### src/rtl/mux_arbiter.sv
// Two-requester arbiter driving a shared registered 2:1 mux.
// Round-robin on contention, with a hold limit that forces rotation while both sides request.
module mux_arbiter #(
  parameter int WIDTH    = 4,
  parameter int MAX_HOLD = 4
) (
  input  logic             clk,
  input  logic             reset,
  input  logic             req_a,
  input  logic             req_b,
  input  logic [WIDTH-1:0] a,
  input  logic [WIDTH-1:0] b,
  output logic             gnt_a,
  output logic             gnt_b,
  output logic             select,
  output logic [WIDTH-1:0] s,
  output logic             valid
);

  typedef enum logic [1:0] {IDLE, OWN_A, OWN_B} state_t;

  localparam logic [3:0] CntMax = 4'(MAX_HOLD - 1);

  state_t           state_q, state_d;
  logic             ptr_q, ptr_d;
  logic [3:0]       cnt_q, cnt_d;
  logic             gnt_a_q, gnt_b_q, select_q, valid_q;
  logic [WIDTH-1:0] s_q;

  // Next owner is decided purely from sampled requests, the pointer and the hold count.
  always_comb begin
    state_d = state_q;
    unique case (state_q)
      IDLE: begin
        if (req_a && (!req_b || !ptr_q)) state_d = OWN_A;
        else if (req_b)                  state_d = OWN_B;
      end
      OWN_A: begin
        if (!req_a)                       state_d = req_b ? OWN_B : IDLE;
        else if (req_b && cnt_q == CntMax) state_d = OWN_B;
      end
      OWN_B: begin
        if (!req_b)                       state_d = req_a ? OWN_A : IDLE;
        else if (req_a && cnt_q == CntMax) state_d = OWN_A;
      end
      default: state_d = IDLE;
    endcase
  end

  always_comb begin
    ptr_d = ptr_q;
    if (state_d == OWN_A && state_q != OWN_A) ptr_d = 1'b1;
    if (state_d == OWN_B && state_q != OWN_B) ptr_d = 1'b0;

    // Count restarts on any ownership change and saturates so a sole requester never wraps.
    cnt_d = cnt_q;
    if (state_d != state_q || state_q == IDLE) cnt_d = 4'd0;
    else if (cnt_q != CntMax)                  cnt_d = cnt_q + 4'd1;
  end

  always_ff @(posedge clk) begin
    if (reset) begin
      state_q  <= IDLE;
      ptr_q    <= 1'b0;
      cnt_q    <= 4'd0;
      gnt_a_q  <= 1'b0;
      gnt_b_q  <= 1'b0;
      select_q <= 1'b0;
      s_q      <= '0;
      valid_q  <= 1'b0;
    end else begin
      state_q  <= state_d;
      ptr_q    <= ptr_d;
      cnt_q    <= cnt_d;
      gnt_a_q  <= (state_d == OWN_A);
      gnt_b_q  <= (state_d == OWN_B);
      select_q <= (state_d == OWN_B);
      // Data follows the owner of the cycle that just ended, so valid lags grant by one.
      unique case (state_q)
        OWN_A: begin
          s_q     <= a;
          valid_q <= 1'b1;
        end
        OWN_B: begin
          s_q     <= b;
          valid_q <= 1'b1;
        end
        default: valid_q <= 1'b0;
      endcase
    end
  end

  assign gnt_a  = gnt_a_q;
  assign gnt_b  = gnt_b_q;
  assign select = select_q;
  assign s      = s_q;
  assign valid  = valid_q;

endmodule

### config.mk
export PLATFORM = sky130hd
export DESIGN_NAME = mux_arbiter
export DESIGN_NICKNAME = d
export VERILOG_FILES = /design/src/rtl/mux_arbiter.sv
export SDC_FILE = /design/constraint.sdc
export NUM_CORES = 1
export LEC_CHECK = 0
export BUFFER_PORTS_ARGS = -buffer_cell sky130_fd_sc_hd__buf_2
export CORE_UTILIZATION = 51
export DETAILED_ROUTE_END_ITERATION = 8
export HOLD_SLACK_MARGIN = 0.02
export PLACE_DENSITY = 0.77
export SYNTH_ARGS = -nofsm -noshare
export SYNTH_HDL_FRONTEND = slang
export SYNTH_SLANG_ARGS = --single-unit
### constraint.sdc
create_clock -name clk -period 2.4 [get_ports clk]
set_input_delay 0.24 -clock clk [delete_from_list [all_inputs] [get_ports clk]]
set_output_delay 0.24 -clock clk [all_outputs]
set_load 0.01 [all_outputs]
==> summary.txt <==
Logic synthesis
  • Post-synth EDFFs: 0
  • Asr flop ratio synth: 0%
  • Avg Synthesized Cell Area: 8.879 um^2
  • Synth top area share: 33.94%
  • Synth top cells by count: dfxtp_1, nor2_1, mux2i_1, ha_1, inv_1
  • Mapped Area: 825.8 um^2
  • Count of different cell masters after synthesis: 35
  • Largest cells by area after synthesis: dfxtp_1, ha_1, mux2i_1
  • Synthesis-stage register bit count: 14
  • Largest area contributor in the netlist: dfxtp_1
  • Synthesized netlist cell count: 93
  • Register area share after synthesis: 33.94%
  • Top_reg_cell synth: dfxtp_1
  • Yosys warns: 0
  • Net count after synthesis: 110

Detailed routing
  • Vias: 744
  • Final wirelength: 1714 um
  • Initial drt markers: 15
  • Drt wl/cell: 13.71 um
  • Final ANT Viol Nets: 0
  • Via/cell ratio: 5.952
  • Initial DRT Pass Iterations: 4
  • # DRC: 0

Floorplanning
  • Starting Density: 54.82%
  • Row cnt: 14
  • Die Ht: 42.24 um
  • DIE AREA: 1784 um^2
  • Ports: 20
  • Core footprint: 1506 um^2
  • Die width: 42.24 um

Final layout
  • Layout Nets: 127
  • Design area: 935.9 um^2
  • Non-filler cells in the finished layout: 125
  • Share of layout cells above drive strength 1: 23.85%
  • Layout area overhead: 13.33%
  • Antenna diode count: 0

Timing
  • Setup violations, final: 0
  • Slew HR: 73.95%
  • Unrepaired setup endpoints after global routing: false
  • Setup TNS Final: 0 ns
  • Slew @ Worst Pin: 0.3908 ns
  • Setup ws final: 0.2001 ns
  • Fmax achieved: 454.6 MHz
  • Final Max Slew Viols: 0
  • Final Skew: 0.007122 ns
  • Final period utilization: 91.66%
  • Fin. Hold Viols: 0
  • Period minus WS final: 2.200 ns

Critical path
  • CP Class: flip-flop to flip-flop
  • WP data required: 2.61 ns
  • WP buf/inv: 1
  • CP startpoint kind: flip-flop
  • Max stage delay cell, worst path: dfxtp_1
  • CP max FO: 9
  • Worst setup EP type: flip-flop
  • Crit path max-delay family: simple AND/OR/NAND/NOR gates
  • Arr. time, crit path: 2.41 ns
  • Worst stage delay on the critical path: 0.47 ns
  • Critical-path cell list: inv_1 -> ha_1 -> or4bb_1 -> a21oi_1 -> or3_1 -> a311o_1 -> nor2_1

Global route
  • First-pass GRT wire length: 2760 um
  • Vias in the first global route: 649
  • Initial antenna violation count: 0
  • All-layer global routing usage: 20.32%
  • GRT overflow: 0
  • Largest net degree at the start of global routing: 12

Clocking
  • Worst-path clk slew: 0.09 ns
  • Clock root cell: clkbuf_4
  • Total CTS buffers: 3
  • Post-CTS Setup Bufs: 0
  • Resized Gates After CTS: 0
  • Max Buffers Root-to-Sink: 2
  • Clock Sinks: 14
  • # H-tree levels: 1
  • Worst-Skew Late Latency: 0.28 ns
  • CTS tree: built
  • Hold_buf cts: 0

Placement
  • RD Place Congestion: 0.8681
  • Post-DP HPWL: 1273 um
  • Placed Area: 899.6 um^2
  • Dpl cells: 121
  • Place WS: 0.2427 ns
  • Port Buffers: 19

Pwr
  • Total chip power: 0.7395 mW
  • Max VDD drop: 0.5929 mV
  • PwrDens: 790.2 nW/um^2
  • P_leak: 0.4079 nW

Hold path
  • Min-Delay Path Class: primary input to flip-flop

Flow run
  • # Max-Cap Violations: 0

Status
  • Outcome: complete, no violations
-- cell type report --
type | count | area (um^2)
fill | 131 | 570.5
multi-input combinational | 67 | 485.5
sequential | 14 | 280.3
timing repair buffer | 19 | 95.09
clock buffer | 4 | 36.28
tap | 16 | 20.02
inverter | 5 | 18.77
-- routing by layer --
layer	wire, um	vias to the layer above	track usage, %
met5	0	-	0
met4	29	0	11.25
met3	100	4	2.586
met2	803	36	33.23
met1	780	332	25.68
li1	-	372	-
-- placed cells by master (no fill, tap or decap), types with 2 or more instances in the layout --
cell type / count
a211oi_1: 4
a211oi_2: 2
a21oi_1: 3
a31oi_1: 2
and3_1: 3
buf_2: 19
clkbuf_4: 3
dfxtp_1: 14
ha_1: 5
inv_1: 5
mux2i_1: 6
nand2_1: 4
nor2_1: 14
o211ai_1: 2
o21ai_0: 3
or4bb_1: 2
-- state kept, by name (all words and copies together), names as in the netlist --
signal	cells
ptr_q	1
cnt_q	4
select	1
gnt_a	1
state_q	2
s	4
valid	1
-- kinds of logic after synthesis --
group / Yosys count / share of synthesized area (%)
DFF: 14 / 33.94
AOI/OAI and AO/OA: 23 / 20.91
muxes: 7 / 8.637
buffers and inverters: 12 / 7.273
and+or+nand+nor: 30 / 19.55
adders and majority gates: 5 / 7.576
xor gates and xnor gates: 2 / 2.122
-- final timing paths --
path              startpoint    endpoint  slack, ns  depth (start not counted)
setup / recovery  state_q[0]    cnt_q[1]       0.20                          7
hold / removal         reset  state_q[1]       0.27                          2
setup reg to reg  state_q[0]    cnt_q[1]       0.20                          7
hold reg to reg         s[1]        s[1]       0.49                          2
-- stage by stage --
step                utilization, %  hold WS [ns]
global route                 62.13        0.2782
CTS                          62.13        0.2520
finish                       62.13        0.2700
floorplan                        -        0.4738
global placement             59.72        0.4706
detailed placement           59.72        0.4821
-- power by group --
part	internal [mW]	total [mW]	leakage, nW	switching, mW
Sequential	0.278	0.314	0.115	0.0354
Combinational	0.113	0.260	0.272	0.146
Clock	0.0922	0.166	0.0210	0.0741
Total	0.484	0.740	0.408	0.256
No activity file was read; power rests on OpenSTA's default activity.
